$ cat src/rtl/mp3_ctrl_if.sv
// rtl/mp3_ctrl_if.sv - button/mp3-block signal bundle for the playback controller
//
// Purpose: groups the raw button inputs, the mp3 finish flag and the
// control outputs driven to the mp3 streaming block.
// Ports (signals):
//   i_btn_next/prev/pause/vol_up/vol_down  raw push-buttons, async, active-high
//   i_finish_song                          mp3 end-of-song level (other domain)
//   o_song_select[2:0]                     song index to mp3 block
//   o_pause                                pause level to mp3 block
//   o_vol[15:0]                            {att,att} volume word, 0 = loudest
//   o_busy                                 high while song-change hold-off runs
//   o_song_change                          one-cycle pulse per song change
// modport slave is the controller side, master is the driving side.

interface mp3_ctrl_if;
    logic       i_btn_next;
    logic       i_btn_prev;
    logic       i_btn_pause;
    logic       i_btn_vol_up;
    logic       i_btn_vol_down;
    logic       i_finish_song;
    logic [2:0] o_song_select;
    logic       o_pause;
    logic [15:0] o_vol;
    logic       o_busy;
    logic       o_song_change;

    modport master (
        output i_btn_next, i_btn_prev, i_btn_pause, i_btn_vol_up, i_btn_vol_down,
        output i_finish_song,
        input  o_song_select, o_pause, o_vol, o_busy, o_song_change
    );

    modport slave (
        input  i_btn_next, i_btn_prev, i_btn_pause, i_btn_vol_up, i_btn_vol_down,
        input  i_finish_song,
        output o_song_select, o_pause, o_vol, o_busy, o_song_change
    );
endinterface

$ cat src/rtl/mp3_ctrl.sv
// rtl/mp3_ctrl.sv - playback controller: button debounce, song select, pause, volume
//
// Purpose: conditions five push-buttons and the mp3 finish flag, steps the
// song index (with a hold-off window after each change so the slow mp3 block
// can restart), toggles pause and steps a saturating attenuation value.
// Ports:
//   clk  system clock
//   rst  asynchronous active-high reset
//   bus  mp3_ctrl_if.slave: raw buttons + finish flag in, mp3 controls out

module mp3_ctrl #(
    parameter int unsigned DEBOUNCE_CYCLES = 1000000,
    parameter int unsigned HOLD_CYCLES     = 4000000,
    parameter int unsigned SONG_NUM        = 4,
    parameter logic [7:0]  VOL_INIT        = 8'h20,
    parameter logic [7:0]  VOL_STEP        = 8'h10,
    parameter logic [7:0]  VOL_MAX_ATT     = 8'hF0
) (
    input  logic       clk,
    input  logic       rst,
    mp3_ctrl_if.slave  bus
);
    localparam int DB_W   = (DEBOUNCE_CYCLES > 1) ? $clog2(DEBOUNCE_CYCLES) : 1;
    localparam int HOLD_W = (HOLD_CYCLES > 1) ? $clog2(HOLD_CYCLES) : 1;
    localparam logic [DB_W-1:0]   DB_LAST   = DB_W'(DEBOUNCE_CYCLES - 1);
    localparam logic [HOLD_W-1:0] HOLD_LAST = HOLD_W'(HOLD_CYCLES - 1);
    localparam logic [2:0]        SEL_LAST  = 3'(SONG_NUM - 1);

    // Bit positions inside the conditioned input vectors.
    localparam int B_NEXT  = 0;
    localparam int B_PREV  = 1;
    localparam int B_PAUSE = 2;
    localparam int B_UP    = 3;
    localparam int B_DOWN  = 4;
    localparam int B_FIN   = 5;

    typedef enum logic [0:0] {ST_IDLE, ST_HOLD} state_t;

    logic [5:0]             raw_in;
    logic [5:0]             sync1_q, sync2_q;
    logic [4:0]             deb_q, deb_d, deb_prev_q;
    logic [4:0][DB_W-1:0]   db_cnt_q, db_cnt_d;
    logic                   fin_prev_q;
    logic [4:0]             press;
    logic                   finish_ev;

    state_t                 state_q, state_d;
    logic [HOLD_W-1:0]      hold_cnt_q, hold_cnt_d;
    logic [2:0]             sel_q, sel_d;
    logic                   pause_q, pause_d;
    logic [7:0]             att_q, att_d;
    logic                   song_change_q, song_change_d;

    logic                   change;
    logic [8:0]             att9, step9, dn_lim9, att_dec9, att_inc9;

    assign raw_in = {bus.i_finish_song, bus.i_btn_vol_down, bus.i_btn_vol_up,
                     bus.i_btn_pause, bus.i_btn_prev, bus.i_btn_next};

    assign press     = deb_q & ~deb_prev_q;
    assign finish_ev = sync2_q[B_FIN] & ~fin_prev_q;

    // Debounce: the level only follows the synced input after it has
    // differed continuously for DEBOUNCE_CYCLES cycles.
    always_comb begin
        deb_d    = deb_q;
        db_cnt_d = db_cnt_q;
        for (int i = 0; i < 5; i++) begin
            if (sync2_q[i] == deb_q[i]) begin
                db_cnt_d[i] = '0;
            end else if (db_cnt_q[i] == DB_LAST) begin
                deb_d[i]    = sync2_q[i];
                db_cnt_d[i] = '0;
            end else begin
                db_cnt_d[i] = db_cnt_q[i] + 1'b1;
            end
        end
    end

    always_comb begin
        state_d       = state_q;
        hold_cnt_d    = hold_cnt_q;
        sel_d         = sel_q;
        pause_d       = pause_q;
        att_d         = att_q;
        song_change_d = 1'b0;
        change        = 1'b0;

        att9     = {1'b0, att_q};
        step9    = {1'b0, VOL_STEP};
        dn_lim9  = {1'b0, VOL_MAX_ATT} - step9;
        att_dec9 = att9 - step9;
        att_inc9 = att9 + step9;

        if (press[B_PAUSE]) begin
            pause_d = ~pause_q;
        end

        unique case (state_q)
            ST_IDLE: begin
                if (finish_ev || press[B_NEXT]) begin
                    sel_d  = (sel_q == SEL_LAST) ? 3'd0 : sel_q + 3'd1;
                    change = 1'b1;
                end else if (press[B_PREV]) begin
                    sel_d  = (sel_q == 3'd0) ? SEL_LAST : sel_q - 3'd1;
                    change = 1'b1;
                end
                // A song change overrides a coincident pause toggle.
                if (change) begin
                    pause_d       = 1'b0;
                    song_change_d = 1'b1;
                    hold_cnt_d    = '0;
                    state_d       = ST_HOLD;
                end
            end
            ST_HOLD: begin
                if (hold_cnt_q == HOLD_LAST) begin
                    hold_cnt_d = '0;
                    state_d    = ST_IDLE;
                end else begin
                    hold_cnt_d = hold_cnt_q + 1'b1;
                end
            end
            default: state_d = ST_IDLE;
        endcase

        // Opposing volume presses in one cycle cancel out.
        if (press[B_UP] && !press[B_DOWN]) begin
            att_d = (att9 < step9) ? 8'h00 : att_dec9[7:0];
        end else if (press[B_DOWN] && !press[B_UP]) begin
            att_d = (att9 > dn_lim9) ? VOL_MAX_ATT : att_inc9[7:0];
        end
    end

    always_ff @(posedge clk or posedge rst) begin
        if (rst) begin
            sync1_q       <= '0;
            sync2_q       <= '0;
            deb_q         <= '0;
            deb_prev_q    <= '0;
            db_cnt_q      <= '0;
            fin_prev_q    <= 1'b0;
            state_q       <= ST_IDLE;
            hold_cnt_q    <= '0;
            sel_q         <= 3'd0;
            pause_q       <= 1'b0;
            att_q         <= VOL_INIT;
            song_change_q <= 1'b0;
        end else begin
            sync1_q       <= raw_in;
            sync2_q       <= sync1_q;
            deb_q         <= deb_d;
            deb_prev_q    <= deb_q;
            db_cnt_q      <= db_cnt_d;
            fin_prev_q    <= sync2_q[B_FIN];
            state_q       <= state_d;
            hold_cnt_q    <= hold_cnt_d;
            sel_q         <= sel_d;
            pause_q       <= pause_d;
            att_q         <= att_d;
            song_change_q <= song_change_d;
        end
    end

    assign bus.o_song_select = sel_q;
    assign bus.o_pause       = pause_q;
    assign bus.o_vol         = {att_q, att_q};
    assign bus.o_busy        = (state_q == ST_HOLD);
    assign bus.o_song_change = song_change_q;

endmodule
$ cat src/flat_wrapper.sv
// flat-port wrapper written by rule: the top's interface ports become plain ports
module mp3_ctrl_flat 
#(
    parameter int unsigned DEBOUNCE_CYCLES = 1000000,
    parameter int unsigned HOLD_CYCLES     = 4000000,
    parameter int unsigned SONG_NUM        = 4,
    parameter logic [7:0]  VOL_INIT        = 8'h20,
    parameter logic [7:0]  VOL_STEP        = 8'h10,
    parameter logic [7:0]  VOL_MAX_ATT     = 8'hF0
)
  (clk, rst, bus_i_btn_next, bus_i_btn_prev, bus_i_btn_pause, bus_i_btn_vol_up, bus_i_btn_vol_down, bus_i_finish_song, bus_o_song_select, bus_o_pause, bus_o_vol, bus_o_busy, bus_o_song_change);
  mp3_ctrl_if bus_i ();
  input  logic clk;
  input  logic rst;
  input wire logic [$bits(bus_i.i_btn_next)-1:0] bus_i_btn_next;
  input wire logic [$bits(bus_i.i_btn_prev)-1:0] bus_i_btn_prev;
  input wire logic [$bits(bus_i.i_btn_pause)-1:0] bus_i_btn_pause;
  input wire logic [$bits(bus_i.i_btn_vol_up)-1:0] bus_i_btn_vol_up;
  input wire logic [$bits(bus_i.i_btn_vol_down)-1:0] bus_i_btn_vol_down;
  input wire logic [$bits(bus_i.i_finish_song)-1:0] bus_i_finish_song;
  output wire logic [$bits(bus_i.o_song_select)-1:0] bus_o_song_select;
  output wire logic [$bits(bus_i.o_pause)-1:0] bus_o_pause;
  output wire logic [$bits(bus_i.o_vol)-1:0] bus_o_vol;
  output wire logic [$bits(bus_i.o_busy)-1:0] bus_o_busy;
  output wire logic [$bits(bus_i.o_song_change)-1:0] bus_o_song_change;
  assign bus_i.i_btn_next = bus_i_btn_next;
  assign bus_i.i_btn_prev = bus_i_btn_prev;
  assign bus_i.i_btn_pause = bus_i_btn_pause;
  assign bus_i.i_btn_vol_up = bus_i_btn_vol_up;
  assign bus_i.i_btn_vol_down = bus_i_btn_vol_down;
  assign bus_i.i_finish_song = bus_i_finish_song;
  assign bus_o_song_select = bus_i.o_song_select;
  assign bus_o_pause = bus_i.o_pause;
  assign bus_o_vol = bus_i.o_vol;
  assign bus_o_busy = bus_i.o_busy;
  assign bus_o_song_change = bus_i.o_song_change;
  mp3_ctrl #(.DEBOUNCE_CYCLES(DEBOUNCE_CYCLES), .HOLD_CYCLES(HOLD_CYCLES), .SONG_NUM(SONG_NUM), .VOL_INIT(VOL_INIT), .VOL_STEP(VOL_STEP), .VOL_MAX_ATT(VOL_MAX_ATT)) u_core (.clk(clk), .rst(rst), .bus(bus_i));
endmodule
$ cat config.mk
export PLATFORM = sky130hd
export DESIGN_NAME = mp3_ctrl_flat
export DESIGN_NICKNAME = d
export VERILOG_FILES = /design/src/rtl/mp3_ctrl_if.sv /design/src/rtl/mp3_ctrl.sv /design/src/flat_wrapper.sv
export SDC_FILE = /design/constraint.sdc
export NUM_CORES = 1
export LEC_CHECK = 0
export CORE_MARGIN = 4
export CORE_UTILIZATION = 55
export DETAILED_ROUTE_END_ITERATION = 8
export PLACE_DENSITY = 0.76
export SLEW_MARGIN = 30
export SYNTH_ARGS = -nofsm -noshare
export SYNTH_HDL_FRONTEND = slang
export SYNTH_SLANG_ARGS = --single-unit
$ cat constraint.sdc
create_clock -name clk -period 5.5 [get_ports clk]
set_input_delay 1.1 -clock clk [delete_from_list [all_inputs] [get_ports clk]]
set_output_delay 1.1 -clock clk [all_outputs]
set_load 0.03 [all_outputs]
==> metrics.cfg <==
[global_routing]
grt_usage_pct = 20.3
grt_pass1_wl_um = 27100
antenna_found_initial = 0
grt_max_degree = 88
overflow = 0
grt_pass1_vias = 5956

[timing]
hold_ws_ns = 0.348
relSlewSlack_pct = 43.3
period_share_pct = 55.4
period_minus_slack_ns = 3.05
setup_viol = 0
clock_skew_ns = 0.00741
tightest_slew_ns = 0.845
setup_tns_ns = 0
fmax_ghz = 0.328
grt_setup_unrepaired = false
hold_viol = 0
drv_slew = 0

[synth]
synth.distinct_cells = 55
synth_edf_count = 0
yosysWarnings = 0
synthArstFlopShare_pct = 100
yosys-top-cells-area = dfrtp_1 (49%), xnor2_1 (6.3%), nor2_1 (4.5%)
synth-seq-cells = 155
synth_top_area_share_pct = 49.5
synth_area_leader_cell = dfrtp_1
avgSynthCellArea_sq_um = 9.82
synthCells = 793
ys.flop_type = dfrtp_1
synth_area_sq_um = 7790
synth_seq_area_share_pct = 49.8

[floorplan]
die_h_um = 127
die-width_um = 127
rows = 43
pin_count = 30
dieArea_sq_um = 16100
core_area_sq_um = 13900
start_util_pct = 56.1

[route]
drt-pass1-iter-count = 5
wire_per_inst_um = 15.4
drt-met1-wl_um = 6680
met3_length_um = 549
routed_wl_um = 15500
drtIter0Drc = 508
drc = 0
viasPerCell = 5.91
routed-wl-met2_um = 8030
via_count = 5941
ant_nets = 0
top_layer = met4

[final_layout]
fin_area_sq_um = 8700
nNetsFinal = 835
area_delta_synth_final_pct = 11.7
drive_gt1_share_pct = 6.55
nFillCells = 1090
diodes = 0

[clock_network]
cts_max_level = 4
path_clk_slew_ns = 0.06
cts_buffers = 17
ctsResizeCount = 0
cts_hold_buf = 0
cts_tree = built
worstSkewPairLatency_ns = 0.42
clock_sinks = 155
max-clock-path-buffers = 2
cts_root_buffer = clkbuf_16
cts.repair_timing.setup_buffer_count = 0

[power_and_ir_drop]
leakagePower_nw = 3.52
cellPowerDensity_nw_per_um2 = 300
ir_drop_uv = 238

[hold_path]
hold_class = register to register

[setup_path]
critPathMaxStageDelay_ns = 0.79
crit_family = buffers and inverters
arrival_ns = 1.95
path_max_fanout = 20
path_cells = clkdlybuf4s50_1
path_class = register to primary output
cp-start-kind = register
cp_slowest_cell = clkdlybuf4s50_1
endpoint_kind = primary output
critPathRequiredTime_ns = 4.40
path_buf_inv = 1

[place]
dp_hpwl_um = 10500
portBuffers = 21
placed_cell_area_sq_um = 8110
gp_congestion = 0.873

[run_status]
status = finished clean

[run]
drv_cap = 0

-- synth_stat cells, drive strengths merged (19+ instances only) --
cell and count:
xor2 19, o21ai 29, o31ai 21, nor2 94, nand4 28, nor4 26
nor3 24, or4 22, dfrtp 154, nand3 47, xnor2 56, a21oi 32
inv 40, nand2 48, buf 19
-- through the flow --
stage,utilization [%],setup WS [ns],std cells,power [mW]
after floorplan,-,0.224,800,1.40
after global placement,58.4,2.80,974,1.45
after detailed placement,58.4,2.71,974,1.47
after CTS,62.7,2.46,1005,2.64
after global routing,62.7,2.38,1005,2.74
final,62.7,2.45,1005,2.61
-- final timing paths --
kind,startpoint,endpoint,slack [ns],depth (start not counted)
max,u_core.bus.o_busy,bus_o_busy,2.45,1
min,u_core.sync1_q[3],u_core.sync2_q[3],0.35,0
max reg2reg,u_core.hold_cnt_q[13],u_core.hold_cnt_q[15],2.69,4
min reg2reg,u_core.sync1_q[3],u_core.sync2_q[3],0.35,0
max in group asynchronous,rst,u_core.db_cnt_q[53],3.30,3
min in group asynchronous,rst,u_core.hold_cnt_q[1],1.22,2
-- registers in the layout, indices dropped and copies added, names as in the netlist --
register	cells
u_core.db_cnt_q	100
u_core.hold_cnt_q	22
u_core.sync1_q	6
u_core.sync2_q	6
u_core.deb_prev_q	5
u_core.deb_q	5
u_core.att_q	4
u_core.bus.o_song_select	3
u_core.bus.o_busy	1
u_core.bus.o_pause	1
u_core.bus.o_song_change	1
u_core.fin_prev_q	1
-- logic make-up (layout without fill, tap and decap cells) --
| logic type | Yosys count | in the layout | share of synthesized area (%) |
|---|---|---|---|
| adder cells (fa/ha/maj) | 14 | 14 | 2.25 |
| AND/OR/NAND/NOR | 357 | 357 | 24.4 |
| AO/OA/AOI/OAI | 107 | 107 | 9.01 |
| multiplexers | 12 | 12 | 1.62 |
| flip-flops | 155 | 155 | 49.8 |
| XOR/XNOR | 75 | 75 | 8.44 |
| other | 1 | 8 | 0.0482 |
| buffers and inverters | 72 | 97 | 4.42 |
-- metal layers --
| layer | GRT usage (%) | vias up |
|---|---|---|
| li1 | - | 2858 |
| met1 | 25.3 | 2931 |
| met2 | 34.4 | 135 |
| met3 | 4.52 | 17 |
| met4 | 7.82 | 0 |
| met5 | 0 | - |
-- power breakdown --
part | switching (mW) | internal (mW)
clock | 0.469 | 0.697
combinational | 0.130 | 0.0742
sequential | 0.0611 | 1.18
-- layout make-up --
| class | count | area, sq um | area share (%) |
|---|---|---|---|
| repair buffers | 26 | 248 | 2.85 |
| well taps | 180 | 225 | 2.59 |
| inverters | 40 | 155 | 1.78 |
| multi-input cells | 573 | 3600 | 41.4 |
| flip-flops and latches | 155 | 3880 | 44.6 |
| clock buffers | 20 | 457 | 5.25 |
| clock inverters | 11 | 136 | 1.57 |
-- layout by cell type (no fill, tap or decap), types with 14 or more instances in the layout --
cell / n
a21oi_1: 32
clkbuf_16: 17
clkdlybuf4s50_1: 21
dfrtp_1: 154
ha_1: 14
inv_1: 39
nand2_1: 47
nand3_1: 45
nand4_1: 28
nor2_1: 94
nor3_1: 24
nor4_1: 26
o21ai_0: 21
o31ai_1: 16
or3_1: 18
or4_1: 21
xnor2_1: 56
xor2_1: 19
Note: power is estimated with default switching activity, not from simulation.
